File: src/rtl/mora_pkg.sv
// rtl/mora_pkg.sv - shared codes, glyph ROMs and helper functions for the mora game controller
// Glyph rows are active-low column patterns; row 0 sits in the most significant byte.
package mora_pkg;

    typedef enum logic [2:0] {
        ST_MORA  = 3'b100,
        ST_POINT = 3'b010,
        ST_SHOW  = 3'b011,
        ST_OVER  = 3'b001
    } state_e;

    localparam logic [2:0] G_ROCK     = 3'b100;
    localparam logic [2:0] G_SCISSORS = 3'b010;
    localparam logic [2:0] G_PAPER    = 3'b001;

    localparam logic [3:0] D_UP    = 4'b1000;
    localparam logic [3:0] D_DOWN  = 4'b0100;
    localparam logic [3:0] D_LEFT  = 4'b0010;
    localparam logic [3:0] D_RIGHT = 4'b0001;

    typedef enum logic [2:0] {
        GL_BLANK,
        GL_UP,
        GL_DOWN,
        GL_LEFT,
        GL_RIGHT,
        GL_V,
        GL_L
    } glyph_e;

    localparam logic [63:0] ROM_BLANK = 64'hFFFF_FFFF_FFFF_FFFF;
    localparam logic [63:0] ROM_UP    = 64'hE7C3_81E7_E7E7_E7FF;
    localparam logic [63:0] ROM_DOWN  = 64'hFFE7_E7E7_E781_C3E7;
    localparam logic [63:0] ROM_LEFT  = 64'hFFDF_9F01_019F_DFFF;
    localparam logic [63:0] ROM_RIGHT = 64'hFFFB_F980_80F9_FBFF;
    localparam logic [63:0] ROM_V     = 64'h7E7E_BDBD_DBDB_E7E7;
    localparam logic [63:0] ROM_L     = 64'hBFBF_BFBF_BFBF_81FF;

    function automatic logic [7:0] glyph_row(input glyph_e g, input logic [2:0] row);
        logic [63:0] bits;
        case (g)
            GL_UP:    bits = ROM_UP;
            GL_DOWN:  bits = ROM_DOWN;
            GL_LEFT:  bits = ROM_LEFT;
            GL_RIGHT: bits = ROM_RIGHT;
            GL_V:     bits = ROM_V;
            GL_L:     bits = ROM_L;
            default:  bits = ROM_BLANK;
        endcase
        return bits[{~row, 3'b000} +: 8];
    endfunction

    function automatic glyph_e dir_glyph(input logic [3:0] d);
        case (d)
            D_UP:    return GL_UP;
            D_DOWN:  return GL_DOWN;
            D_LEFT:  return GL_LEFT;
            D_RIGHT: return GL_RIGHT;
            default: return GL_BLANK;
        endcase
    endfunction

    // Non-one-hot gestures never match a legal code, so they never win.
    function automatic logic beats(input logic [2:0] a, input logic [2:0] b);
        return ((a == G_ROCK)     && (b == G_SCISSORS)) ||
               ((a == G_SCISSORS) && (b == G_PAPER))    ||
               ((a == G_PAPER)    && (b == G_ROCK));
    endfunction

    function automatic logic [6:0] seg_decode(input logic [3:0] v);
        case (v)
            4'd0:    return 7'b1000000;
            4'd1:    return 7'b1111001;
            4'd2:    return 7'b0100100;
            4'd3:    return 7'b0110000;
            4'd4:    return 7'b0011001;
            4'd5:    return 7'b0010010;
            4'd6:    return 7'b0000010;
            4'd7:    return 7'b1111000;
            4'd8:    return 7'b0000000;
            4'd9:    return 7'b0010000;
            default: return 7'b1111111;
        endcase
    endfunction

endpackage

File: src/rtl/mora_game_ctrl_if.sv
// rtl/mora_game_ctrl_if.sv - player inputs and board outputs of the mora game controller
// master drives the player inputs; slave is the controller side.
interface mora_game_ctrl_if #(parameter int SCORE_W = 3);
    logic [2:0]         Left_mora;
    logic [2:0]         Right_mora;
    logic [3:0]         Left_direct;
    logic [3:0]         Right_direct;
    logic [7:0]         DATA_R;
    logic [7:0]         DATA_G;
    logic [7:0]         DATA_B;
    logic [3:0]         COMM;
    logic [6:0]         seg;
    logic [1:0]         COM;
    logic [SCORE_W-1:0] Left_score;
    logic [SCORE_W-1:0] Right_score;
    logic [2:0]         state;
    logic [1:0]         winner;
    logic [3:0]         rnd;

    modport master (
        output Left_mora, Right_mora, Left_direct, Right_direct,
        input  DATA_R, DATA_G, DATA_B, COMM, seg, COM,
        input  Left_score, Right_score, state, winner, rnd
    );

    modport slave (
        input  Left_mora, Right_mora, Left_direct, Right_direct,
        output DATA_R, DATA_G, DATA_B, COMM, seg, COM,
        output Left_score, Right_score, state, winner, rnd
    );
endinterface

File: src/rtl/mora_tick_gen.sv
// rtl/mora_tick_gen.sv - free-running divider giving a one-cycle enable every DIV clocks
module mora_tick_gen #(
    parameter int DIV = 2
) (
    input  logic CLK,
    input  logic RST,
    output logic en
);
    localparam int              CW   = $clog2(DIV);
    localparam logic [CW-1:0]   LAST = CW'(DIV - 1);

    logic [CW-1:0] cnt_q, cnt_d;

    always_comb begin
        cnt_d = (cnt_q == LAST) ? '0 : cnt_q + CW'(1);
    end

    always_ff @(posedge CLK) begin
        if (RST) cnt_q <= '0;
        else     cnt_q <= cnt_d;
    end

    assign en = (cnt_q == LAST);
endmodule

File: src/rtl/mora_game_ctrl.sv
// rtl/mora_game_ctrl.sv - two-player mora / look-away game FSM with matrix and score scanning
// MORA_LFSR_EN selects an 8-bit LFSR defender direction instead of the plain rotation.
module mora_game_ctrl
    import mora_pkg::*;
#(
    parameter int TICK_DIV    = 25000000,
    parameter int SCAN_DIV    = 25000,
    parameter int SCORE_W     = 3,
    parameter int WIN_SCORE   = 7,
    parameter int POINT_TICKS = 3,
    parameter int SHOW_TICKS  = 2
) (
    input  logic              CLK,
    input  logic              RST,
    mora_game_ctrl_if.slave   io
);
    localparam logic [SCORE_W-1:0] WIN       = SCORE_W'(WIN_SCORE);
    localparam logic [7:0]         POINT_LIM = 8'(POINT_TICKS);
    localparam logic [7:0]         SHOW_LAST = 8'(SHOW_TICKS - 1);

    logic tick_en, scan_en;

    mora_tick_gen #(.DIV(TICK_DIV)) u_tick (.CLK(CLK), .RST(RST), .en(tick_en));
    mora_tick_gen #(.DIV(SCAN_DIV)) u_scan (.CLK(CLK), .RST(RST), .en(scan_en));

    state_e             state_q, state_d;
    logic               attacker_q, attacker_d;   // 1 = left attacks
    logic [3:0]         dir_q, dir_d;
    logic [7:0]         timeout_q, timeout_d;
    logic [7:0]         show_q, show_d;
    logic [SCORE_W-1:0] lscore_q, lscore_d;
    logic [SCORE_W-1:0] rscore_q, rscore_d;
    logic [1:0]         winner_q, winner_d;
    glyph_e             glyph_q, glyph_d;

    logic [2:0]         row_q, row_d;
    logic               com_sel_q, com_sel_d;
    logic [3:0]         comm_q, comm_d;
    logic [7:0]         data_g_q, data_g_d;
    logic [6:0]         seg_q, seg_d;
    logic [1:0]         com_q, com_d;
    logic [3:0]         rnd_q, rnd_d;

    always_ff @(posedge CLK) begin
        if (RST) begin
            state_q    <= ST_MORA;
            attacker_q <= 1'b0;
            dir_q      <= D_RIGHT;
            timeout_q  <= '0;
            show_q     <= '0;
            lscore_q   <= '0;
            rscore_q   <= '0;
            winner_q   <= 2'b00;
            glyph_q    <= GL_BLANK;
        end else begin
            state_q    <= state_d;
            attacker_q <= attacker_d;
            dir_q      <= dir_d;
            timeout_q  <= timeout_d;
            show_q     <= show_d;
            lscore_q   <= lscore_d;
            rscore_q   <= rscore_d;
            winner_q   <= winner_d;
            glyph_q    <= glyph_d;
        end
    end

    logic [3:0]         atk_dir;
    logic [SCORE_W-1:0] atk_new;

    always_comb begin
        state_d    = state_q;
        attacker_d = attacker_q;
        dir_d      = dir_q;
        timeout_d  = timeout_q;
        show_d     = show_q;
        lscore_d   = lscore_q;
        rscore_d   = rscore_q;
        winner_d   = winner_q;
        glyph_d    = glyph_q;
        atk_dir    = attacker_q ? io.Left_direct : io.Right_direct;
        atk_new    = (attacker_q ? lscore_q : rscore_q) + SCORE_W'(1);
        if (tick_en) begin
            case (state_q)
                ST_MORA: begin
                    if (beats(io.Left_mora, io.Right_mora) || beats(io.Right_mora, io.Left_mora)) begin
                        attacker_d = beats(io.Left_mora, io.Right_mora);
                        dir_d      = rnd_q;
                        timeout_d  = '0;
                        state_d    = ST_POINT;
                    end
                end
                ST_POINT: begin
                    if ($onehot(atk_dir)) begin
                        if (atk_dir == dir_q) begin
                            if (attacker_q) lscore_d = atk_new;
                            else            rscore_d = atk_new;
                            if (atk_new == WIN) begin
                                state_d  = ST_OVER;
                                winner_d = attacker_q ? 2'b10 : 2'b01;
                                glyph_d  = attacker_q ? GL_V : GL_L;
                            end else begin
                                state_d = ST_SHOW;
                                show_d  = '0;
                                glyph_d = dir_glyph(dir_q);
                            end
                        end else begin
                            state_d = ST_MORA;
                            glyph_d = GL_BLANK;
                        end
                    end else if (timeout_q + 8'd1 == POINT_LIM) begin
                        state_d = ST_MORA;
                        glyph_d = GL_BLANK;
                    end else begin
                        timeout_d = timeout_q + 8'd1;
                    end
                end
                ST_SHOW: begin
                    if (show_q == SHOW_LAST) begin
                        state_d = ST_MORA;
                        glyph_d = GL_BLANK;
                    end else begin
                        show_d = show_q + 8'd1;
                    end
                end
                ST_OVER: begin
                end
                default: state_d = ST_MORA;
            endcase
        end
    end

    always_comb begin
        io.state       = state_q;
        io.winner      = winner_q;
        io.Left_score  = lscore_q;
        io.Right_score = rscore_q;
        io.rnd         = rnd_q;
        io.DATA_R      = 8'hFF;
        io.DATA_B      = 8'hFF;
        io.DATA_G      = data_g_q;
        io.COMM        = comm_q;
        io.seg         = seg_q;
        io.COM         = com_q;
    end

`ifdef MORA_LFSR_EN
    logic [7:0] lfsr_q, lfsr_d;

    always_ff @(posedge CLK) begin
        if (RST) lfsr_q <= 8'h01;
        else     lfsr_q <= lfsr_d;
    end

    always_comb begin
        lfsr_d = lfsr_q;
        rnd_d  = rnd_q;
        if (scan_en) begin
            lfsr_d = {lfsr_q[6:0], lfsr_q[7] ^ lfsr_q[5] ^ lfsr_q[4] ^ lfsr_q[3]};
            rnd_d  = D_UP >> lfsr_d[1:0];
        end
    end
`else
    always_comb begin
        rnd_d = rnd_q;
        if (scan_en) rnd_d = {rnd_q[2:0], rnd_q[3]};
    end
`endif

    // Scan outputs show the row/digit selected before this step, so row 0 appears first.
    always_comb begin
        row_d     = row_q;
        com_sel_d = com_sel_q;
        comm_d    = comm_q;
        data_g_d  = data_g_q;
        seg_d     = seg_q;
        com_d     = com_q;
        if (scan_en) begin
            comm_d    = {1'b1, row_q};
            data_g_d  = glyph_row(glyph_q, row_q);
            row_d     = row_q + 3'd1;
            com_d     = com_sel_q ? 2'b10 : 2'b01;
            seg_d     = seg_decode(com_sel_q ? 4'(rscore_q) : 4'(lscore_q));
            com_sel_d = ~com_sel_q;
        end
    end

    always_ff @(posedge CLK) begin
        if (RST) begin
            row_q     <= 3'd0;
            com_sel_q <= 1'b0;
            comm_q    <= 4'b1000;
            data_g_q  <= 8'hFF;
            seg_q     <= 7'b1000000;
            com_q     <= 2'b00;
            rnd_q     <= D_RIGHT;
        end else begin
            row_q     <= row_d;
            com_sel_q <= com_sel_d;
            comm_q    <= comm_d;
            data_g_q  <= data_g_d;
            seg_q     <= seg_d;
            com_q     <= com_d;
            rnd_q     <= rnd_d;
        end
    end
endmodule

File: src/flat_wrapper.sv
// flat-port wrapper written by rule: the top's interface ports become plain ports
module mora_game_ctrl_flat import mora_pkg::*;
#(
    parameter int TICK_DIV    = 25000000,
    parameter int SCAN_DIV    = 25000,
    parameter int SCORE_W     = 3,
    parameter int WIN_SCORE   = 7,
    parameter int POINT_TICKS = 3,
    parameter int SHOW_TICKS  = 2
)
  (CLK, RST, io_Left_mora, io_Right_mora, io_Left_direct, io_Right_direct, io_DATA_R, io_DATA_G, io_DATA_B, io_COMM, io_seg, io_COM, io_Left_score, io_Right_score, io_state, io_winner, io_rnd);
  mora_game_ctrl_if #(.SCORE_W(SCORE_W)) io_i ();
  input  logic CLK;
  input  logic RST;
  input wire logic [$bits(io_i.Left_mora)-1:0] io_Left_mora;
  input wire logic [$bits(io_i.Right_mora)-1:0] io_Right_mora;
  input wire logic [$bits(io_i.Left_direct)-1:0] io_Left_direct;
  input wire logic [$bits(io_i.Right_direct)-1:0] io_Right_direct;
  output wire logic [$bits(io_i.DATA_R)-1:0] io_DATA_R;
  output wire logic [$bits(io_i.DATA_G)-1:0] io_DATA_G;
  output wire logic [$bits(io_i.DATA_B)-1:0] io_DATA_B;
  output wire logic [$bits(io_i.COMM)-1:0] io_COMM;
  output wire logic [$bits(io_i.seg)-1:0] io_seg;
  output wire logic [$bits(io_i.COM)-1:0] io_COM;
  output wire logic [$bits(io_i.Left_score)-1:0] io_Left_score;
  output wire logic [$bits(io_i.Right_score)-1:0] io_Right_score;
  output wire logic [$bits(io_i.state)-1:0] io_state;
  output wire logic [$bits(io_i.winner)-1:0] io_winner;
  output wire logic [$bits(io_i.rnd)-1:0] io_rnd;
  assign io_i.Left_mora = io_Left_mora;
  assign io_i.Right_mora = io_Right_mora;
  assign io_i.Left_direct = io_Left_direct;
  assign io_i.Right_direct = io_Right_direct;
  assign io_DATA_R = io_i.DATA_R;
  assign io_DATA_G = io_i.DATA_G;
  assign io_DATA_B = io_i.DATA_B;
  assign io_COMM = io_i.COMM;
  assign io_seg = io_i.seg;
  assign io_COM = io_i.COM;
  assign io_Left_score = io_i.Left_score;
  assign io_Right_score = io_i.Right_score;
  assign io_state = io_i.state;
  assign io_winner = io_i.winner;
  assign io_rnd = io_i.rnd;
  mora_game_ctrl #(.TICK_DIV(TICK_DIV), .SCAN_DIV(SCAN_DIV), .SCORE_W(SCORE_W), .WIN_SCORE(WIN_SCORE), .POINT_TICKS(POINT_TICKS), .SHOW_TICKS(SHOW_TICKS)) u_core (.CLK(CLK), .RST(RST), .io(io_i));
endmodule
File: config.mk
export PLATFORM = sky130hd
export DESIGN_NAME = mora_game_ctrl_flat
export DESIGN_NICKNAME = d
export VERILOG_FILES = /design/src/rtl/mora_pkg.sv /design/src/rtl/mora_game_ctrl_if.sv /design/src/rtl/mora_tick_gen.sv /design/src/rtl/mora_game_ctrl.sv /design/src/flat_wrapper.sv
export SDC_FILE = /design/constraint.sdc
export NUM_CORES = 1
export LEC_CHECK = 0
export BUFFER_PORTS_ARGS = -buffer_cell sky130_fd_sc_hd__buf_2
export CAP_MARGIN = 20
export CORE_ASPECT_RATIO = 1.25
export CORE_UTILIZATION = 50
export CTS_CLUSTER_DIAMETER = 50
export DETAILED_ROUTE_END_ITERATION = 10
export PLACE_DENSITY = 0.7
export SETUP_SLACK_MARGIN = 0.1
export SLEW_MARGIN = 10
export SYNTH_ARGS = -nofsm -noshare
export SYNTH_HDL_FRONTEND = slang
export SYNTH_HIERARCHICAL = 1
export SYNTH_SLANG_ARGS = --single-unit
File: constraint.sdc
create_clock -name CLK -period 4.2 [get_ports CLK]
set_clock_uncertainty 0.15 [all_clocks]
set_input_delay 0.63 -clock CLK [delete_from_list [all_inputs] [get_ports CLK]]
set_output_delay 0.63 -clock CLK [all_outputs]
set_load 0.02 [all_outputs]
After elaboration in Yosys (flattened, before gate mapping)

Memories as Yosys holds them, arrays and structs flattened. A register that Yosys moved wholly into a read port is not among the register bits.
Cells that the tools add are included.

Memories: 1
Bits in registers: 96
Memory bits (read-only): 112

Mux-type cells: 31
Add/sub/neg operators: 9
Bitwise operators: 4
Reductions and logical operators: 23
Shifts and indexed selects: 1
Equality and inequality tests: 36

Memory list:

| name            | depth | bits a word | read ports | clocked after Yosys merged registers in | write ports | RTL line       | RTL |
|---|---|---|---|---|---|---|---|
| (no name shown) | 16    | 7           | 1          | 1                                       | 0           | mora_pkg.sv:71 | `case (v)` |

Operators with widths:

| kind                                                                    | number |
|---|---|
| 64-bit case mux with 6 select lines                                     | 1 |
| 64-bit 2-to-1 mux                                                       | 1 |
| 64-bit by 7-bit variable part select with 8-bit output                  | 1 |
| 8-bit 2-to-1 mux                                                        | 7 |
| 3-bit 2-to-1 mux                                                        | 12 |
| 8-bit case mux with 2 select lines                                      | 2 |
| 25-bit by 1-bit adder with 25-bit output, second input constant         | 1 |
| 25-bit == test, second input constant                                   | 1 |
| 5-bit AND reduction                                                     | 5 |
| 3-bit case mux with 4 select lines                                      | 2 |
| 3-bit == test, second input constant                                    | 7 |
| 3-bit by 2-bit == test with 1-bit output, second input constant         | 6 |
| 8-bit by 1-bit adder with 8-bit output, second input constant           | 2 |
| 15-bit by 1-bit adder with 15-bit output, second input constant         | 1 |
| 15-bit == test, second input constant                                   | 1 |
| 3-bit by 1-bit == test with 1-bit output, second input constant         | 5 |
| 8-bit by 1-bit == test with 1-bit output, second input constant         | 1 |
| 8-bit by 2-bit == test with 1-bit output, second input constant         | 1 |
| 2-bit 2-to-1 mux                                                        | 4 |
| 2-bit by 1-bit inequality test with 1-bit output, second input constant | 4 |
| 2-bit inequality test, second input constant                            | 4 |
| 3-bit by 1-bit adder with 3-bit output, second input constant           | 2 |
| 1-bit logical AND                                                       | 6 |
| 3-bit case mux with 2 select lines                                      | 1 |
| other kinds (17)                                                        | 26 |

Logic depth before layout (Yosys ltp)

Depth after elaboration: 7
Gate-level depth with buffers: 12
Mapped depth without buffers: 10

Hierarchy

The synthesis kept the hierarchy.

By module, submodules not included:

| module                         | seq. area each (um^2) | cells an instance | instances | area each (um^2) |
|---|---|---|---|---|
| mora_game_ctrl                 | 1221.2                | 469               | 1         | 3834.9 |
| mora_tick_gen at u_core.u_tick | 500.5                 | 140               | 1         | 1169.9 |
| mora_tick_gen at u_core.u_scan | 300.3                 | 79                | 1         | 790.8 |

Least setup slack after synthesis

No wires, ideal clock.

Path kind: in2reg
Start: in io_Left_direct[3]
End: reg u_core.lscore_q[2] (netlist: u_core/io.Left_score[2])
Path slack: 0.915 ns
Data required time: 3.980 ns
Setup time: 0.070 ns
Arrival time: 3.065 ns
Stages: 11
Cells stage by stage: mux2i_1 fa_1 inv_1 ha_1 ha_1 nor3b_1 and2_1 buf_2 nand4_1 or3_1 a21oi_1

Word-level cells in the longest chain between the ends: 5
Elaborated cells between the ends (all ways): 6
Those cells by class: add/sub: 2; eq/ne: 2; mux: 1; reduce/logical: 1

RTL lines:

| element                                                      | RTL line             | RTL |
|---|---|---|
| from (decl)                                                  | flat_wrapper.sv:17   | `input wire logic [$bits(io_i.Left_direct)-1:0] io_Left_direct;` |
| 4-bit 2-to-1 mux (*)                                         | mora_game_ctrl.sv:81 | `atk_dir = attacker_q ? io.Left_direct : io.Right_direct;` |
| 1-bit by 1-bit adder with 2-bit output (implied by the code) | mora_game_ctrl.sv:94 | `if ($onehot(atk_dir)) begin` |
| 3-bit adder (implied by the code)                            | mora_game_ctrl.sv:94 |  |
| 3-bit by 1-bit == test with 1-bit output                     | mora_game_ctrl.sv:94 |  |
| 5-bit AND reduction (no source line) (*)                     | --                   |  |
| to (signal assigned)                                         | mora_game_ctrl.sv:61 | `lscore_q <= lscore_d;` |
| to (decl)                                                    | mora_game_ctrl.sv:31 | `logic [SCORE_W-1:0] lscore_q, lscore_d;` |

Every way passes the cells marked *; elsewhere a longest branch is shown, timed or not.
A chain may end at the register's enable or synchronous reset.

Final worst setup path

Start: reg u_core.attacker_q
End: reg u_core.lscore_q[2] (netlist: u_core/io.Left_score[2])

Word-level cells in the longest chain between the ends: 5
Elaborated cells between the ends (all ways): 9
Those cells by class: add/sub: 4; eq/ne: 2; mux: 2; reduce/logical: 1

RTL lines:

| element                                                      | RTL line             | RTL |
|---|---|---|
| from (decl)                                                  | mora_game_ctrl.sv:27 | `logic attacker_q, attacker_d;` |
| from (signal assigned)                                       | mora_game_ctrl.sv:57 | `attacker_q <= attacker_d;` |
| 4-bit 2-to-1 mux                                             | mora_game_ctrl.sv:81 |  |
| 1-bit by 1-bit adder with 2-bit output (implied by the code) | mora_game_ctrl.sv:94 |  |
| 3-bit adder (implied by the code)                            | mora_game_ctrl.sv:94 |  |
| 3-bit by 1-bit == test with 1-bit output                     | mora_game_ctrl.sv:94 |  |
| 5-bit AND reduction (no source line)                         | --                   |  |

Several ways; a longest one is shown, not always the timed one.

==> flow_summary_export.csv <==
group,metric,value,unit
status,outcome,"finished with violations",
status,violations,"DRC",
detailed_routing,top_layer,"met4",
run,cap_violations,0,
detailed_routing,ant_nets,0,
sta,period_share,83.5,%
floorplan,rows,43,
worst_setup_path,slowest_delay,0.48,ns
clocking,cts_setup_buffers,0,
grt,grtUsageTotal,21.6,%
synth,synth_edf_count,0,
worst_setup_path,cp.buffers_inverters,1,
clocking,cts_buffers,9,
hold_path,hold_path.class,"register to register",
clocking,cts.clk_slew.worst_paths,0.07,ns
sta,fin_tns_setup,0,ns
sta,fin_ws,0.694,ns
clocking,ctsRootBufferMaster,"clkbuf_16",
hold_path,holdPathEnd,"u_core/io.COMM[2]",
hold_path,whs_path_depth,2,
placed_design,dp.cells,840,
synth,yosysTopAreaCell,"dfxtp_1",
detailed_routing,drtPass1Iterations,10,
hold_path,hp-start,"u_core/io.COMM[2]",
floorplan,die_w,98.3,um
sta,holdWs,0.305,ns
worst_setup_path,end_kind,"register",
synth,yosys-top-cells-area,"dfxtp_1 35%, xnor2_1 4.8%, nor2_1 4.1%",
grt,gr-total-overflow,0,
detailed_routing,vias,4940,
sta,worst_pin_slew,1.02,ns
worst_setup_path,rr_endpoint,"u_core/io.Left_score[2]",
detailed_routing,route.met3.wl,531,um
clocking,hold_buffers,0,
sta,drv_slew,0,
floorplan,die-area,0.0120,mm2
worst_setup_path,r2r-start,"u_core/attacker_q",
synth,synth_area_per_cell,8.42,um2
layout,instances_no_fill,853,
floorplan,initial_core_util,51.8,%
worst_setup_path,worstPathRequired,4.31,ns
synth,ys_ff_latch,101,
detailed_routing,viasPerCell,5.79,
worst_setup_path,worstSetupPathType,"register to register",
sta,slew_headroom,32.3,%
worst_setup_path,crit_family,"simple AND/OR/NAND/NOR gates",
synth,ys_seq_area_share,34.9,%
placed_design,hpwl,9330,um
floorplan,io_pins,68,
grt,grt_pass1_vias,4622,
worst_setup_path,crit_fanout,9,
worst_setup_path,worstPathArrival,3.62,ns
power_and_ir_drop,pwr_density_cell,298,mW/mm2
sta,finalHoldViolCount,0,
placed_design,place_ws,0.486,ns
sta,fmaxAchievable,285,MHz
worst_setup_path,cpMaxStageDelayCell,"fa_1",
detailed_routing,drc_errors,2,
detailed_routing,wirelength,12700,um
worst_setup_path,cp_common_cell,"ha_1",
synth,syn_area,0.00580,mm2
worst_setup_path,regToRegSetupSlack,0.69,ns
synth,yosysUniqueCellTypes,74,
layout,syn_to_final_growth,8.51,%
synth,netlist_instances,688,
clocking,cts_tree,"built",
detailed_routing,met2_length,6370,um
grt,grt_first_pass_wirelength,21300,um
worst_setup_path,path_cells,"mux2i_1 > fa_1 > inv_1 > ha_1 > ha_1 > nor3b_1 > and2_1 > nand4_1 > or3_1 > a21oi_1",
detailed_routing,wl_per_cell,14.8,um
detailed_routing,drt-met1-wl,5470,um
worst_setup_path,startpoint_type,"register",
clocking,clock-sinks,101,
synth,ys_async_sr_fraction,0,%
clocking,cts_max_path_buffers,2,
layout,insertedDiodeCount,0,
clocking,cts_htree_levels,3,
placed_design,gp_congestion,0.853,
sta,setup_viol,0,
placed_design,io_buffers,50,
layout,drive_gt1_share,13.6,%
synth,synth_top_area_share,34.9,%
power_and_ir_drop,p_leak,2.25,nW
layout,nets,750,
layout,fillers,990,
grt,grt_max_degree,34,
sta,period_needed,3.51,ns
synth,synth_flop_cell,"dfxtp_1",
synth,synth_warnings,6,
sta,rsz0062_at_grt,"false",
detailed_routing,drt_iter0_markers,235,
clocking,clk_latency,0.33,ns
grt,antenna_found_initial,0,
power_and_ir_drop,peakVddDrop,273,uV
floorplan,core_region_area,0.0112,mm2
worst_setup_path,r2r_cells,10,
floorplan,die_height,122,um
clocking,cts_resized,0,
through the flow:
stage	cell area [um2]	power, mW	utilization [%]
2_1_floorplan	5860	1.07	-
3_3_place_gp	6000	1.08	53.6
3_5_place_dp	6000	1.08	53.6
4_1_cts	6290	1.89	56.2
5_1_grt	6290	1.94	56.2
6_report	6290	1.87	56.2
kinds of logic after synthesis:
kind of cell	Yosys count	share of synthesized area, %
and+or+nand+nor	268	25.5
AOI/OAI and AO/OA	138	16.1
DFF	101	34.9
buffers and inverters	89	7.64
xor gates and xnor gates	44	6.65
muxes	29	5.18
adders and majority gates	18	4.02
other	1	0.0647
how the worst max path moves through the flow:
stage          cells after the start  slack, ns                       to              start
2_1_floorplan                     11       0.91  u_core/io.Left_score[2]  io_Left_direct[3]
3_3_place_gp                      11       0.66  u_core/io.Left_score[2]  io_Left_direct[0]
3_5_place_dp                      11       0.49  u_core/io.Left_score[2]  io_Left_direct[0]
4_1_cts                           10       0.70  u_core/io.Left_score[2]  u_core/attacker_q
5_1_grt                           10       0.42  u_core/io.Left_score[2]  u_core/attacker_q
6_report                          10       0.69  u_core/io.Left_score[2]  u_core/attacker_q
placed cells by master, fill, tap and decap left out, types with 18 or more instances in the layout:
cell and n:
inv_1 35, dfxtp_1 101, o21ai_0 27, buf_2 50, a21oi_1 43, xnor2_1 32
nor2_1 63, nand3_1 32, nor3_1 18, mux2i_1 23, nand2_1 50
flip-flops by register name, summed over array words and instances, names as in the netlist:
name	cells
u_core/row_q	3
u_core/io.winner	2
u_core/io.DATA_G	7
u_core/io.Right_score	3
u_core/glyph_q	3
u_core/timeout_q	8
u_core/io.state	3
u_core/io.Left_score	3
u_core/show_q	8
u_core/io.COMM	3
u_core/u_scan/cnt_q	15
u_core/attacker_q	1
u_core/io.seg	7
u_core/dir_q	4
u_core/u_tick/cnt_q	25
u_core/io.rnd	4
u_core/io.COM	2
worst register-to-register path, cell delays in order, from the launching register on:
cell and delay [ns]:
dfxtp_1 0.44, mux2i_1 0.38, fa_1 0.48, inv_1 0.07, ha_1 0.15, ha_1 0.22, nor3b_1 0.40, and2_1 0.40
nand4_1 0.24, or3_1 0.36, a21oi_1 0.14
Yosys cell counts, drive strengths merged (8+ instances only):
| library cell | n |
|---|---|
| o21ai | 30 |
| buf | 32 |
| mux2i | 24 |
| dfxtp | 101 |
| a21oi | 43 |
| and3 | 12 |
| nor3 | 19 |
| nand2 | 50 |
| o211ai | 10 |
| and4 | 8 |
| nand3 | 34 |
| or3 | 14 |
| ha | 17 |
| xnor2 | 32 |
| nor2 | 73 |
| inv | 35 |
| clkbuf | 22 |
| nand4 | 17 |
| o22ai | 8 |
| xor2 | 12 |
where the power goes:
| part | internal, mW | switching [mW] |
|---|---|---|
| sequential | 0.962 | 0.00608 |
| clock | 0.483 | 0.329 |
| combinational | 0.0281 | 0.0648 |
routing by layer:
metal / vias to the layer above / global-route usage (%)
met5: - / 0
met4: 0 / 9.61
met3: 15 / 4.16
met2: 108 / 38.3
met1: 2317 / 25.5
li1: 2500 / -
area by class of cell:
cell class / instances / area (um2) / share of cell area (%)
multi-input combinational: 514 / 3390 / 53.9
clock inverter: 2 / 35.0 / 0.557
clock buffer: 11 / 253 / 4.02
sequential: 101 / 2020 / 32.2
timing repair buffer: 55 / 288 / 4.58
inverter: 35 / 131 / 2.09
tap: 135 / 169 / 2.69
Note: power is estimated with default switching activity, not from simulation.
